===== src/rtl/multi_channel_fault_monitor_if.sv =====
// Handshake bundle for the multi-channel supply fault monitor.
// master drives samples/controls, slave (the monitor) returns fault status.
interface multi_channel_fault_monitor_if #(
    parameter int NUM_CH = 4,
    parameter int DATA_W = 12
);
    localparam int FF_W = (NUM_CH > 1) ? $clog2(NUM_CH) : 1;

    logic                     sample_valid;
    logic [NUM_CH*DATA_W-1:0] voltage_in;
    logic [NUM_CH-1:0]        ch_enable;
    logic                     fault_clear;
    logic                     fault_detected;
    logic [NUM_CH-1:0]        fault_ch;
    logic [NUM_CH-1:0]        fault_high;
    logic [FF_W-1:0]          first_fault;
    logic [NUM_CH*8-1:0]      fault_count;

    modport master (
        output sample_valid, voltage_in, ch_enable, fault_clear,
        input  fault_detected, fault_ch, fault_high,
        input  first_fault, fault_count
    );

    modport slave (
        input  sample_valid, voltage_in, ch_enable, fault_clear,
        output fault_detected, fault_ch, fault_high,
        output first_fault, fault_count
    );
endinterface


===== src/rtl/multi_channel_fault_monitor.sv =====
// Per-channel debounced under/over-voltage fault latch with hysteresis clear.
// Optional FAULT_COUNT_EN adds saturating 8-bit per-channel fault event counters.
module multi_channel_fault_monitor #(
    parameter int NUM_CH   = 4,
    parameter int DATA_W   = 12,
    parameter int V_MIN    = 1000,
    parameter int V_MAX    = 3000,
    parameter int DEBOUNCE = 4,
    parameter int HYST     = 50
) (
    input logic clk,
    input logic reset,
    multi_channel_fault_monitor_if.slave mon
);
    localparam int FF_W    = (NUM_CH > 1) ? $clog2(NUM_CH) : 1;
    localparam int CLR_LO  = V_MIN + HYST;
    localparam int CLR_HI  = V_MAX - HYST;
    localparam bit BAND_OK = (CLR_HI >= CLR_LO) && (CLR_HI >= 0);
    localparam logic [7:0] DEB = 8'(DEBOUNCE);

    typedef enum logic [1:0] {
        ST_OK,
        ST_PEND,
        ST_FAULT
    } state_t;

    state_t            st_q   [NUM_CH];
    state_t            st_d   [NUM_CH];
    logic [7:0]        cnt_q  [NUM_CH];
    logic [7:0]        cnt_d  [NUM_CH];
    logic [NUM_CH-1:0] high_q;
    logic [NUM_CH-1:0] high_d;
    logic [NUM_CH-1:0] flt_q;
    logic [NUM_CH-1:0] flt_d;
    logic [NUM_CH-1:0] lo_s;
    logic [NUM_CH-1:0] hi_s;
    logic [NUM_CH-1:0] band_s;
    logic [FF_W-1:0]   ff_q;
    logic [FF_W-1:0]   ff_d;

    for (genvar g = 0; g < NUM_CH; g++) begin : g_dec
        logic [DATA_W-1:0] samp;
        logic [31:0]       s32;
        assign samp      = mon.voltage_in[g*DATA_W +: DATA_W];
        assign s32       = 32'(samp);
        assign lo_s[g]   = samp < DATA_W'(V_MIN);
        assign hi_s[g]   = samp > DATA_W'(V_MAX);
        // Band limits are evaluated wider than DATA_W so they never wrap.
        assign band_s[g] = BAND_OK && (s32 >= 32'(CLR_LO))
                           && (s32 <= 32'(CLR_HI));
        assign flt_q[g]  = (st_q[g] == ST_FAULT);
    end

    always_comb begin
        ff_d = ff_q;
        for (int i = 0; i < NUM_CH; i++) begin
            st_d[i]   = st_q[i];
            cnt_d[i]  = cnt_q[i];
            high_d[i] = high_q[i];
            unique case (st_q[i])
                ST_OK, ST_PEND: begin
                    if (!mon.ch_enable[i]) begin
                        st_d[i]  = ST_OK;
                        cnt_d[i] = 8'd0;
                    end else if (mon.sample_valid) begin
                        if (lo_s[i] || hi_s[i]) begin
                            if (cnt_q[i] + 8'd1 >= DEB) begin
                                st_d[i]   = ST_FAULT;
                                cnt_d[i]  = 8'd0;
                                high_d[i] = hi_s[i];
                            end else begin
                                st_d[i]  = ST_PEND;
                                cnt_d[i] = cnt_q[i] + 8'd1;
                            end
                        end else begin
                            st_d[i]  = ST_OK;
                            cnt_d[i] = 8'd0;
                        end
                    end
                end
                ST_FAULT: begin
                    if (mon.fault_clear && band_s[i]) begin
                        st_d[i]   = ST_OK;
                        cnt_d[i]  = 8'd0;
                        high_d[i] = 1'b0;
                    end
                end
                default: begin
                    st_d[i]   = ST_OK;
                    cnt_d[i]  = 8'd0;
                    high_d[i] = 1'b0;
                end
            endcase
            flt_d[i] = (st_d[i] == ST_FAULT);
        end
        // Lowest index wins when several channels trip on the rising edge.
        if (!(|flt_q) && (|flt_d)) begin
            for (int i = NUM_CH - 1; i >= 0; i--) begin
                if (flt_d[i]) ff_d = FF_W'(i);
            end
        end
    end

    always_ff @(posedge clk) begin
        if (reset) begin
            for (int i = 0; i < NUM_CH; i++) begin
                st_q[i]  <= ST_OK;
                cnt_q[i] <= 8'd0;
            end
            high_q <= '0;
            ff_q   <= '0;
        end else begin
            for (int i = 0; i < NUM_CH; i++) begin
                st_q[i]  <= st_d[i];
                cnt_q[i] <= cnt_d[i];
            end
            high_q <= high_d;
            ff_q   <= ff_d;
        end
    end

    assign mon.fault_ch       = flt_q;
    assign mon.fault_high     = high_q;
    assign mon.fault_detected = |flt_q;
    assign mon.first_fault    = ff_q;

`ifdef FAULT_COUNT_EN
    logic [7:0] fc_q [NUM_CH];

    always_ff @(posedge clk) begin
        if (reset) begin
            for (int i = 0; i < NUM_CH; i++) fc_q[i] <= 8'd0;
        end else begin
            for (int i = 0; i < NUM_CH; i++) begin
                if (!flt_q[i] && flt_d[i] && fc_q[i] != 8'hFF)
                    fc_q[i] <= fc_q[i] + 8'd1;
            end
        end
    end

    for (genvar g = 0; g < NUM_CH; g++) begin : g_cnt
        assign mon.fault_count[g*8 +: 8] = fc_q[g];
    end
`else
    assign mon.fault_count = '0;
`endif

endmodule


===== src/flat_wrapper.sv =====
// flat-port wrapper written by rule: the top's interface ports become plain ports
module multi_channel_fault_monitor_flat 
#(
    parameter int NUM_CH   = 4,
    parameter int DATA_W   = 12,
    parameter int V_MIN    = 1000,
    parameter int V_MAX    = 3000,
    parameter int DEBOUNCE = 4,
    parameter int HYST     = 50
)
  (clk, reset, mon_sample_valid, mon_voltage_in, mon_ch_enable, mon_fault_clear, mon_fault_detected, mon_fault_ch, mon_fault_high, mon_first_fault, mon_fault_count);
  multi_channel_fault_monitor_if #(.NUM_CH(NUM_CH), .DATA_W(DATA_W)) mon_i ();
  input logic clk;
  input logic reset;
  input wire logic [$bits(mon_i.sample_valid)-1:0] mon_sample_valid;
  input wire logic [$bits(mon_i.voltage_in)-1:0] mon_voltage_in;
  input wire logic [$bits(mon_i.ch_enable)-1:0] mon_ch_enable;
  input wire logic [$bits(mon_i.fault_clear)-1:0] mon_fault_clear;
  output wire logic [$bits(mon_i.fault_detected)-1:0] mon_fault_detected;
  output wire logic [$bits(mon_i.fault_ch)-1:0] mon_fault_ch;
  output wire logic [$bits(mon_i.fault_high)-1:0] mon_fault_high;
  output wire logic [$bits(mon_i.first_fault)-1:0] mon_first_fault;
  output wire logic [$bits(mon_i.fault_count)-1:0] mon_fault_count;
  assign mon_i.sample_valid = mon_sample_valid;
  assign mon_i.voltage_in = mon_voltage_in;
  assign mon_i.ch_enable = mon_ch_enable;
  assign mon_i.fault_clear = mon_fault_clear;
  assign mon_fault_detected = mon_i.fault_detected;
  assign mon_fault_ch = mon_i.fault_ch;
  assign mon_fault_high = mon_i.fault_high;
  assign mon_first_fault = mon_i.first_fault;
  assign mon_fault_count = mon_i.fault_count;
  multi_channel_fault_monitor #(.NUM_CH(NUM_CH), .DATA_W(DATA_W), .V_MIN(V_MIN), .V_MAX(V_MAX), .DEBOUNCE(DEBOUNCE), .HYST(HYST)) u_core (.clk(clk), .reset(reset), .mon(mon_i));
endmodule

===== config.mk =====
export PLATFORM = sky130hd
export DESIGN_NAME = multi_channel_fault_monitor_flat
export DESIGN_NICKNAME = d
export VERILOG_FILES = /design/src/rtl/multi_channel_fault_monitor_if.sv /design/src/rtl/multi_channel_fault_monitor.sv /design/src/flat_wrapper.sv
export SDC_FILE = /design/constraint.sdc
export NUM_CORES = 1
export LEC_CHECK = 0
export BUFFER_PORTS_ARGS = -buffer_cell sky130_fd_sc_hd__buf_2
export CAP_MARGIN = 20
export CORE_ASPECT_RATIO = 2
export CORE_MARGIN = 1
export CORE_UTILIZATION = 45
export DETAILED_ROUTE_END_ITERATION = 10
export PLACE_DENSITY = 0.84
export SETUP_SLACK_MARGIN = 0.02
export SYNTH_ARGS = -nofsm -noshare
export SYNTH_HDL_FRONTEND = slang
export SYNTH_SLANG_ARGS = --single-unit

===== constraint.sdc =====
create_clock -name clk -period 2.5 [get_ports clk]
set_input_delay 0.625 -clock clk [delete_from_list [all_inputs] [get_ports clk]]
set_output_delay 0.625 -clock clk [all_outputs]
set_load 0.03 [all_outputs]

# After elaboration in Yosys (flattened, before gate mapping)
# Memories as Yosys holds them, arrays and structs flattened.
# Index checks and enable logic that the tools add are counted.
# totals
regBits	6
ramBits	40
output_inout_bits	43
elab_cells	188
memories	2
# mem_list
name	depth	word_bits	read_ports	rd_ports_with_merged_regs	write_ports	line_no	text
u_core.cnt_q	4	8	4	0	4	multi_channel_fault_monitor.sv:29	logic [7:0] cnt_q [NUM_CH];
u_core.st_q	4	2	4	0	4	multi_channel_fault_monitor.sv:27	state_t st_q [NUM_CH];
# op_classes
add_sub_neg	4
magnitude_cmp	20
n_eq_ne	32
mux	87
n_bitwise	8
reduce_logical	30
# ops
cell	n
$mux W8	24
$pmux W8 S2	4
$mux W2	28
$ge A12 B11 Y1 const B	4
$gt A12 B12 Y1 const B	4
$le A12 B12 Y1 const B	4
$lt A12 B10 Y1 const B	4
$add A8 B1 Y8 const B	4
$ge A8 B3 Y1 const B	4
$ne A2 B1 Y1 const B	12
$mux W1	23
$reduce_and A5 Y1	4
$eq A2 B2 Y1 const B	8
$ne A2 B2 Y1 const B	8
$pmux W2 S2	4
$logic_and A1 B1 Y1	9
$eq A2 B1 Y1 const B	4
$logic_not A2 Y1	4
$or A1 B1 Y1	8
$pmux W1 S2	4
$reduce_or A2 Y1	4
$reduce_or A4 Y1	2
$logic_or A1 B1 Y1	4
$reduce_bool A4 Y1	1
other kinds (2)	2

# Logic depth before layout (Yosys ltp)
# Gate-level depths: netlist of the first run.
# An unclocked memory read counts as a cell.
# logic_depth
word_depth	13
depth_mapped	8

# Least setup slack after synthesis of the first run
# Ideal clock, no wire load.
# synth_timing
path_type	register to output
startpoint	memory u_core.st_q[0][1] (netlist name)
endpoint	output mon_fault_detected
arrival_ns	1.467
required_ns	1.875
path_slack_ns	0.408
path_stages_with_launch	5
cell_sequence	dfxtp_1 -> clkinv_1 -> nor2_1 -> or4_1 -> clkbuf_1
# synth_lines
element	line_no	text
start: declaration	multi_channel_fault_monitor.sv:27	
end: declaration	flat_wrapper.sv:19	output wire logic [$bits(mon_i.fault_detected)-1:0] mon_fault_detected;

==> metrics.md, run 1 <==
| Metric | Value |
|---|---|
| Final instance area | 0.00340 mm² |
| CTS tree | yes |
| Die area | approximately 0.0069 mm² |
| Pre-CTS setup slack | between 100 and 150 ps |
| Crit path buf inv count | 2 |
| Avg WL per Cell | around 13 µm |
| Setup-failing EPs final | 0 |
| Vias in the first global route | around 2600 |
| Comb pwr share | 14.6% |
| Via density | 5.55 |
| Drt drc | 0 |
| Crit path max fanout | 5 |
| Status | completed |
| Top_reg_cell synth | dfxtp_1 |
| Critical path type | reg -> out |
| Slew HR | roughly two thirds |
| Yosys cell types | between 60 and 70 |
| Share of power burned in registers | a little under half |
| GPL Wtd Cong | around 0.9 |
| Clock power frac | roughly 40% |
| Final worst path period need | approximately 2300 ps |
| Peak Freq | 0.434 GHz |
| RSZ-0062 raised after global routing | no |
| Peak supply drop | roughly 400 µV |
| Boundary Pins | slightly below 100 |
| Layout Nets | between 400 and 500 |
| Die Y | between 100 and 150 µm |
| DR pass1 iterations | 4 |
| 1st-iter DRT viols | 66 |
| Synth area leader | dfxtp_1 |
| Routed WL | ~6800 µm |
| P_leak | about 1.4 nW |
| Synthesized flop and latch total | 46 |
| Fin. Hold Viols | 0 |
| ANT cells | 0 |
| Clock Sinks | 46 |
| Ys async rst share | 0% |
| Register area share after synthesis | a little under a third |
| Grt total ovfl | 0 |
| CP Data Required Time | around 1900 ps |
| P&R area growth vs syn | 15.7% |
| TritonCTS buffer count | 5 |
| # hold bufs at CTS | 0 |
| Core area | about 0.0063 mm² |
| Max-slew violations | 0 |
| Post-Layout Cell Count | slightly above 500 |
| Clock latency on the worst-skew pair | 280 ps |
| Setup TNS Final | 0 ps |
| Post-CTS Setup Bufs | 0 |
| Post-synth EDFFs | 0 |
| Critical path's top delay family | simple AND/OR/NAND/NOR gates |
| Worst clock skew | around 4.4 ps |
| Tightest Hold Check Type | reg -> reg |
| CTS resizes | 0 |
| Max-Cap Viols | 0 |
| Synthesized cell area | ~0.0029 mm² |
| Die Wd | roughly 60 µm |
| Most frequent cell after synthesis | dfxtp_1 |
| Initial antenna violation count | 0 |
| Critical path launch point type | flip-flop |
| First-pass GRT wire length | approximately 11000 µm |
| ANT nets after route | 0 |
| Total GRT Usage | 20.2% |
| Net Sw Frac | 26.5% |
| Slowest CP cell | or4_1 |
| Top post-synthesis cells by count | dfxtp_1 (46), nor2_1 (36), buf_4 (32) |
| H-Tree Depth | 2 |
| Number of buffers added on ports | 66 |
| Clk Tree Root Cell | clkbuf_16 |
| Clk buf depth | 2 |
| DP Wirelength | ~5500 µm |
| Largest net degree at the start of global routing | 29 |
| Largest cells by area after synthesis | dfxtp_1 (31%), buf_4 (8.2%), and2_1 (4.9%), nor2_1 (4.6%), a21oi_1 (3.4%) |
| Vias | 2830 |
| Share of the synthesized area in the top cell type | roughly a third |
| Clock slew at reported path FFs | roughly 60 ps |
| Ys Warns | 0 |
| Critical path's largest stage delay | approximately 500 ps |
| Average instance area after synthesis | ~8.3 µm² |
| Crit-path cells | nand2b_1 > inv_1 > or4_1 > buf_2 |
| Area of placed instances | roughly 0.0033 mm² |
| Switching Power | approximately 0.44 mW |
| Cell count after synthesis | 354 |
| Rows | 41 |
| Crit path DAT | roughly 1700 ps |
| Placed cell count | between 500 and 600 |
| Period utilization | around 92% |
| Worst Max-Slew Pin Slew | roughly 520 ps |
| Worst setup EP type | output port |
| PwrDens | ~490 mW/mm² |
| Layout cells sized above 1 | a little under a quarter |
| Pint | 1.21 mW |
| Initial Utilization | 46.6% |
| Setup ws final | 195 ps |
[kinds of logic (layout without fill, tap and decap cells)]
kind of cell / count (synthesis) / count (layout) / share of synthesized area (%)
simple gates: 153 / 153 / 28.4
compound gates: 95 / 95 / 25.8
buf+inv: 48 / 87 / 10.2
flops: 46 / 46 / 31.3
fa+ha+maj: 4 / 4 / 1.70
xor+xnor: 4 / 4 / 1.19
mux: 3 / 3 / 1.15
other cells: 1 / 32 / 0.128
[area by class of cell]
| type | instances | area, µm² |
|---|---|---|
| tap | 86 | 108 |
| inverter | 10 | 37.5 |
| clock buffer | 7 | 143 |
| multi-input combinational | 291 | 1830 |
| sequential | 46 | 921 |
| fill | 601 | 2910 |
| clock inverter | 1 | 5.00 |
| timing repair buffer | 69 | 353 |
[routing by layer]
| metal | global-route usage, % | up-vias | wire length [µm] |
|---|---|---|---|
| met5 | 0 | - | 0 |
| met4 | 11.0 | 0 | 266 |
| met2 | 39.5 | 79 | 3960 |
| li1 | - | 1393 | - |
| met3 | 2.99 | 19 | 210 |
| met1 | 19.3 | 1339 | 2390 |
[worst reg2reg max path, stage by stage (launching register included)]
cell and delay, ps:
dfxtp_1 340, ha_1 250, and4_1 210, o2111a_1 260, o22a_1 250, nor3_2 230, nor2_1 80, a41o_1 250
a31o_1 210
[power groups by stage]
stage	Sequential (mW)	Clock, mW	Combinational (mW)
5_1_grt	0.749	0.711	0.263
3_5_place_dp	0.764	0	0.238
2_1_floorplan	0.762	0	0.193
3_3_place_gp	0.764	0	0.231
6_report	0.748	0.661	0.240
4_1_cts	0.748	0.670	0.239
[metrics by stage]
stage | util (%) | hold WS, ps | total power [mW]
after floorplan | - | 431 | 0.956
after global placement | 51.5 | 447 | 0.995
after detailed placement | 51.5 | 454 | 1.00
after CTS | 53.9 | 462 | 1.66
after global routing | 53.9 | 480 | 1.72
final | 53.9 | 463 | 1.65
[path summary, 6_finish.rpt]
check,slack (ps),cells after the start,from,endpoint
worst max-delay path,200,4,u_core.st_q[3][0]$_SDFF_PP0_,mon_fault_detected
worst min-delay path,460,2,u_core.st_q[2][0]$_SDFF_PP0_,u_core.st_q[2][0]$_SDFF_PP0_
worst max register to register,340,8,u_core.cnt_q[3][0]$_SDFFE_PP0P_,u_core.mon.first_fault[0]$_SDFFE_PP0P_
worst min register to register,460,2,u_core.st_q[2][0]$_SDFF_PP0_,u_core.st_q[2][0]$_SDFF_PP0_
[state kept, by name, indices dropped and copies added, names as in the netlist]
| register | count |
|---|---|
| u_core.st_q | 8 |
| u_core.mon.fault_high | 4 |
| u_core.mon.first_fault | 2 |
| u_core.cnt_q | 32 |
[cell usage in the layout (no fill, tap or decap), types with 10 or more instances in the layout]
cell,n
dfxtp_1,46
nand2_1,19
a21oi_1,20
a31oi_1,10
buf_2,66
conb_1,32
o21ai_0,15
nor2_1,36
and2_1,23
nand3_1,15
No activity file was read; power rests on OpenSTA's default activity.
==> run 2: changes to the inputs <==
ABC_AREA = 1   (was default)
CTS_BUF_LIST = sky130_fd_sc_hd__clkbuf_16   (was default)
PLACE_DENSITY = 0.82   (was 0.84)
==> run 2 against run 1 <==
  * Sequential share of layout area is 2.6 points lower
  * Global-route usage grew 0.20 points
  * Cell count grew 33%
  * Wire length up 8.0%
  * Highest routed layer unchanged
  * Largest cell class unchanged
  * Clock skew grew 0.85 ps
==> metrics.md, run 2 <==
| Metric | Value |
|---|---|
| Multi-input logic area | 0.00199 mm² (+8.7%) |
| Register area share after synthesis | 27.9% (-3.4 points) |
| ANT nets after route | 0 (unchanged) |
| Area of placed instances | 0.00359 mm² (+11%) |
| CP Data Required Time | 1880 ps (about the same) |
| Layout Nets | 649 (+34%) |
| Most frequent cells in the layout | nand2_1 (120), nor2_1 (75), buf_2 (66), inv_1 (53), dfxtp_1 (46) |
| GPL Wtd Cong | 0.866 (-2.5%) |
| RSZ-0062 raised after global routing | no |
| Initial Utilization | 47.1% (+0.56 points) |
| Share of the synthesized area in the top cell type | 27.9% (-3.4 points) |
| P&R area growth vs syn | 14.0% |
| Core area | 0.00699 mm² (+11%) |
| DRT met1 WL | 2900 µm (+21%) |
| TritonCTS buffer count | 5 (unchanged) |
| Met3 WL | 391 µm (+86%) |
| Tightest Hold Check Type | reg -> reg |
| First-pass GRT wire length | 12900 µm (+17%) |
| Largest register by flop count | u_core.cnt_q |
| Routed WL | 7370 µm (+8.0%) |
| Fin. Hold Viols | 0 (unchanged) |
| Layout cells sized above 1 | 20.0% (-3.6 points) |
| H-Tree Depth | 2 (unchanged) |
| Clk Tree Root Cell | clkbuf_16 |
| Pre-CTS setup slack | 492 ps (+355 ps) |
| CTS resizes | 0 (unchanged) |
| Crit path DAT | 1530 ps (-150 ps) |
| Synthesized flop and latch total | 46 (unchanged) |
| Area taken by flip-flops and latches | 921 µm² (unchanged) |
| 1st-iter DRT viols | 111 (+68%) |
| Grt total ovfl | 0 (unchanged) |
| Max-Cap Viols | 0 (unchanged) |
| Setup-failing EPs final | 0 (unchanged) |
| Clock latency on the worst-skew pair | 290 ps (about the same) |
| Period utilization | 86.2% (-6.0 points) |
| Post-synth EDFFs | 0 (unchanged) |
| Total GRT Usage | 20.5% (+0.20 points) |
| Max-slew violations | 0 (unchanged) |
| Placed cell count | 672 (+34%) |
| Critical path type | reg -> out |
| Highest metal layer with signal wires | met4 |
| Wire length on met2 | 3860 µm (-2.4%) |
| Post-Layout Cell Count | 680 (+33%) |
| # hold bufs at CTS | 0 (unchanged) |
| Min Hold Slack | 455 ps (-7.93 ps) |
| Clock Sinks | 46 (unchanged) |
| Most used cell, CP | inv_1 |
| ANT cells | 0 (unchanged) |
| Yosys cell types | 42 (-36%) |
| Critical path launch point type | flip-flop |
| CTS tree | yes |
| Status | completed |
| Commonest non-fill, non-tap cell in the layout | nand2_1 |
| Boundary Pins | 99 (unchanged) |
| Ys async rst share | 0% (unchanged) |
| Largest cells by area after synthesis | dfxtp_1 (28%), nand2_1 (14%), nor2_1 (8.5%), buf_4 (7.5%), nand3_1 (6.1%) |
| PwrDens | 475 mW/mm² (-2.2%) |
| Clock slew at reported path FFs | 60 ps (about the same) |
| Top post-synthesis cells by count | nand2_1 (120), nor2_1 (75), inv_1 (51) |
| Critical path's largest stage delay | 440 ps (-70 ps) |
| Synth area leader | dfxtp_1 |
| Peak supply drop | 254 µV (-36%) |
| Cell count after synthesis | 522 (+47%) |
| Crit path max fanout | 5 (unchanged) |
| Post-CTS Setup Bufs | 0 (unchanged) |
| Final Util | 53.7% (-0.16 points) |
| Vias | 3463 (+22%) |
| Die area | 0.00769 mm² (+12%) |
| Final instance area | 0.00376 mm² (+11%) |
| Peak Freq | 0.464 GHz (+7.0%) |
| DP Wirelength | 5900 µm (+8.1%) |
| Die Wd | 62.5 µm (+5.7%) |
| Worst setup EP type | output port |
| Crit-path cells | inv_1 > nor2_1 > nor4_2 > inv_1 > buf_2 |
| Avg WL per Cell | 10.8 µm (-19%) |
| Rows | 43 (+4.9%) |
| Ys Warns | 0 (unchanged) |
| Via density | 5.09 (-8.2%) |
| Number of buffers added on ports | 66 (unchanged) |
| FILL cells | 705 (+17%) |
| Number of flip-flops in the largest register | 32 (unchanged) |
| Final worst path period need | 2150 ps (-151 ps) |
| Initial antenna violation count | 0 (unchanged) |
| Setup TNS Final | 0 ps (unchanged) |
| P_leak | 1.79 nW (+27%) |
| Largest net degree at the start of global routing | 28 (-3.4%) |
| DR pass1 iterations | 4 (unchanged) |
| Tot Pwr | 1.78 mW (+8.1%) |
| Vias in the first global route | 3362 (+28%) |
| Synthesized cell area | 0.00330 mm² (+12%) |
| Average instance area after synthesis | 6.31 µm² (-24%) |
| Setup ws final | 346 ps (+151 ps) |
| Top_reg_cell synth | dfxtp_1 |
| Worst clock skew | 5.24 ps (+0.853 ps) |
| Clk buf depth | 2 (unchanged) |
| Slowest CP cell | nor4_2 |
| Most frequent cell after synthesis | nand2_1 |
| Die Y | 123 µm (+5.8%) |
| Drt drc | 0 (unchanged) |
-- run 2: changes by cell type in the layout (fill, tap and decap cells not counted), moves of 15 or more --
| cell | previous run | this run |
|---|---|---|
| and2_1 | 23 | 2 |
| inv_1 | 9 | 53 |
| nand2_1 | 19 | 120 |
| nand3_1 | 15 | 40 |
| nor2_1 | 36 | 75 |
| nor3_1 | 9 | 28 |
| o21ai_1 | 0 | 15 |
-- run 2: final timing paths --
| check | from | to | slack (ps) | cells past startpoint |
|---|---|---|---|---|
| min reg2reg | u_core.cnt_q[2][3]$_SDFFE_PP0P_ | u_core.cnt_q[2][3]$_SDFFE_PP0P_ | 450 | 2 |
| max | u_core.st_q[1][1]$_SDFF_PP0_ | mon_fault_detected | 350 | 5 |
| max reg2reg | u_core.cnt_q[1][0]$_SDFFE_PP0P_ | u_core.mon.first_fault[0]$_SDFFE_PP0P_ | 600 | 12 |
| min | u_core.cnt_q[2][3]$_SDFFE_PP0P_ | u_core.cnt_q[2][3]$_SDFFE_PP0P_ | 450 | 2 |
-- run 2: logic make-up after synthesis --
logic type | Yosys count | share of synthesized area [%]
AO/OA/AOI/OAI | 55 | 10.5
XOR/XNOR | 3 | 0.797
adder cells (fa/ha/maj) | 4 | 1.52
buffers and inverters | 99 | 15.1
flip-flops | 46 | 27.9
other | 1 | 0.114
AND/OR/NAND/NOR | 314 | 44.0
-- run 2: critical path, delay by kind of cell (launching register included) --
kind          cells  cell delay, ps
buf+inv           3             360
flops             1             320
simple gates      2             560
-- run 2: report_power, final --
group          internal [mW]  switching, mW
combinational         0.0851          0.206
sequential             0.742        0.00985
clock                  0.464          0.275
-- run 2: final cells by class --
type                       count  area share, %
tap                           90           3.00
timing repair buffer          67           8.99
multi-input combinational    408           53.0
clock buffer                   5           3.33
sequential                    46           24.5
inverter                      61           6.13
clock inverter                 3          0.999
-- run 2: routing by layer --
layer / vias up / global-route usage (%)
met4: 0 / 11.9
met1: 1559 / 19.6
li1: 1760 / -
met2: 126 / 41.2
met3: 18 / 1.75
met5: - / 0
==> run 3: changes to the inputs <==
CTS_BUF_LIST = default   (was sky130_fd_sc_hd__clkbuf_16)
==> run 3 against run 2 <==
  * Critical path depth did not move
  * Total power is 0.30% higher
  * Global-route usage unchanged
  * Clock skew about the same
  * Wire length barely moved
  * First-iteration DRC count down 2.7%
  * Largest cell class unchanged
==> metrics.md, run 3 (synthesis gave the netlist of run 2 again) <==
| Metric | Value |
|---|---|
| Status | completed |
| Avg WL per Cell | 10.8 µm (about the same) |
| Boundary Pins | 99 (unchanged) |
| P&R area growth vs syn | 14.0% (unchanged) |
| H-Tree Depth | 2 (unchanged) |
| Most frequent cells in the layout | nand2_1 (120), nor2_1 (75), buf_2 (66), inv_1 (51), dfxtp_1 (46) |
| Commonest non-fill, non-tap cell in the layout | nand2_1 |
| Final Util | 53.7% (unchanged) |
| Setup-failing EPs final | 0 (unchanged) |
| DR pass1 iterations | 4 (unchanged) |
| Die Y | 123 µm (unchanged) |
| Crit-path cells | inv_1 > nor2_1 > nor4_2 > inv_1 > buf_2 |
| Routed WL | 7360 µm (about the same) |
| Via density | 5.09 (about the same) |
| Die Wd | 62.5 µm (unchanged) |
| Clk buf depth | 2 (unchanged) |
| Layout Nets | 649 (unchanged) |
| Worst clock skew | 5.34 ps (+0.0941 ps) |
| GRT met1 Usage | 19.6% (unchanged) |
| Max-Cap Viols | 0 (unchanged) |
| Max-slew violations | 0 (unchanged) |
| Grt peak-use layer | met2 |
| Peak supply drop | 254 µV (about the same) |
| ANT cells | 0 (unchanged) |
| Clock slew at reported path FFs | 60 ps (about the same) |
| Final worst path period need | 2170 ps (+13.0 ps) |
| Grt met3 use | 1.75% (unchanged) |
| ANT nets after route | 0 (unchanged) |
| First-pass GRT wire length | 12900 µm (unchanged) |
| Clock latency on the worst-skew pair | 290 ps (about the same) |
| Setup TNS Final | 0 ps (unchanged) |
| Period utilization | 86.7% (+0.52 points) |
| Clock Sinks | 46 (unchanged) |
| Crit path buf inv count | 3 (unchanged) |
| Slack of the worst reg-to-reg path | 610 ps (about the same) |
| Rows | 43 (unchanged) |
| Layout cells sized above 1 | 20.0% (unchanged) |
| Slowest CP cell | nor4_2 |
| Reg2reg path depth | 12 (unchanged) |
| Worst hold start | u_core.cnt_q[2][3]$_SDFFE_PP0P_ |
| Most used cell, CP | inv_1 |
| WHS Path Cells | 2 (unchanged) |
| CP Depth | 5 (unchanged) |
| Largest register by flop count | u_core.cnt_q |
| Initial antenna violation count | 0 (unchanged) |
| Grt total ovfl | 0 (unchanged) |
| Worst setup EP type | output port |
| Critical path's top delay family | simple AND/OR/NAND/NOR gates |
| Peak Freq | 0.461 GHz (-0.60%) |
| Initial Utilization | 47.1% (unchanged) |
| Area of placed instances | 0.00359 mm² (unchanged) |
| Post-CTS Setup Bufs | 0 (unchanged) |
| Min Hold Slack | 455 ps (-0.0330 ps) |
| CTS tree | yes |
| Critical path's largest stage delay | 440 ps (about the same) |
| Largest net degree at the start of global routing | 28 (unchanged) |
| Hold path endpoint | u_core.cnt_q[2][3]$_SDFFE_PP0P_ |
| Number of flip-flops in the largest register | 32 (unchanged) |
| Crit path DAT | 1540 ps (about the same) |
| GPL Wtd Cong | 0.866 (unchanged) |
| Tot Pwr | 1.79 mW (+0.30%) |
| P_leak | 1.78 nW (-0.46%) |
| Tightest Hold Check Type | reg -> reg |
| CTS resizes | 0 (unchanged) |
| Fin. Hold Viols | 0 (unchanged) |
| Number of buffers added on ports | 66 (unchanged) |
| Crit path max fanout | 5 (unchanged) |
| TritonCTS buffer count | 5 (unchanged) |
| CP Data Required Time | 1880 ps (about the same) |
| # hold bufs at CTS | 0 (unchanged) |
| Critical path launch point type | flip-flop |
| Clk Tree Root Cell | clkbuf_16 |
| Drt drc | 0 (unchanged) |
| Critical path type | reg -> out |
| PwrDens | 476 mW/mm² (+0.30%) |
| Core area | 0.00699 mm² (unchanged) |
| Final instance area | 0.00376 mm² (unchanged) |
| Total GRT Usage | 20.5% (unchanged) |
| Vias in the first global route | 3362 (unchanged) |
| Met2 Resource Use GR | 41.2% (unchanged) |
| R2r startpoint | u_core.cnt_q[1][0]$_SDFFE_PP0P_ |
| Reg-to-Reg End | u_core.mon.first_fault[0]$_SDFFE_PP0P_ |
| 1st-iter DRT viols | 108 (-2.7%) |
| RSZ-0062 raised after global routing | no |
| DP Wirelength | 5900 µm (unchanged) |
| Die area | 0.00769 mm² (unchanged) |
| Vias | 3460 (-0.087%) |
==> run 3: area by class of cell <==
type	count	area [µm²]
Clock inverter	1	30.0
Sequential cell	46	921
Tap cell	90	113
Clock buffer	7	133
Multi-Input combinational cell	408	1990
Timing Repair Buffer	67	338
Fill cell	705	3240
Inverter	61	230
==> run 3: per-stage QoR <==
stage | instances | setup WS [ps]
6_report | 680 | 333
2_1_floorplan | 553 | 446
3_3_place_gp | 672 | 519
4_1_cts | 680 | 333
5_1_grt | 680 | 225
3_5_place_dp | 672 | 492
==> run 3: worst max path at each step <==
| stage | from | to | slack (ps) |
|---|---|---|---|
| 2_1_floorplan | u_core.st_q[1][1]$_SDFF_PP0_ | mon_fault_detected | 450 |
| 4_1_cts | u_core.st_q[1][1]$_SDFF_PP0_ | mon_fault_detected | 330 |
| 3_5_place_dp | mon_voltage_in[29] | u_core.mon.first_fault[0]$_SDFFE_PP0P_ | 490 |
| 5_1_grt | u_core.st_q[1][1]$_SDFF_PP0_ | mon_fault_detected | 230 |
| 6_report | u_core.st_q[1][1]$_SDFF_PP0_ | mon_fault_detected | 330 |
| 3_3_place_gp | mon_voltage_in[29] | u_core.mon.first_fault[0]$_SDFFE_PP0P_ | 520 |
==> run 3: per-layer routing <==
metal  up-vias  part of all wire [%]  wire length [µm]
met1      1564                    40              2910
met4         0                   3.1               225
met2       117                    53              3870
li1       1761                     -                 -
met5         -                     0                 0
met3        18                   4.8               354
==> run 3: worst register-to-register path, cell delays in order (launching register included) <==
cell     delay [ps]
dfxtp_1         460
ha_1            260
nand3_1         140
o21ai_1         150
nand2_1          60
nor2_1          130
nand2_2         110
nand3_2          90
nand2_2          60
o21ai_1         150
nand3_1          90
nand2_1          80
nor2_2           30
==> run 3: power breakdown <==
group	internal, mW	switching (mW)	leakage [nW]
sequential	0.742	0.00994	0.372
clock	0.473	0.272	0.0781
combinational	0.0851	0.206	1.33
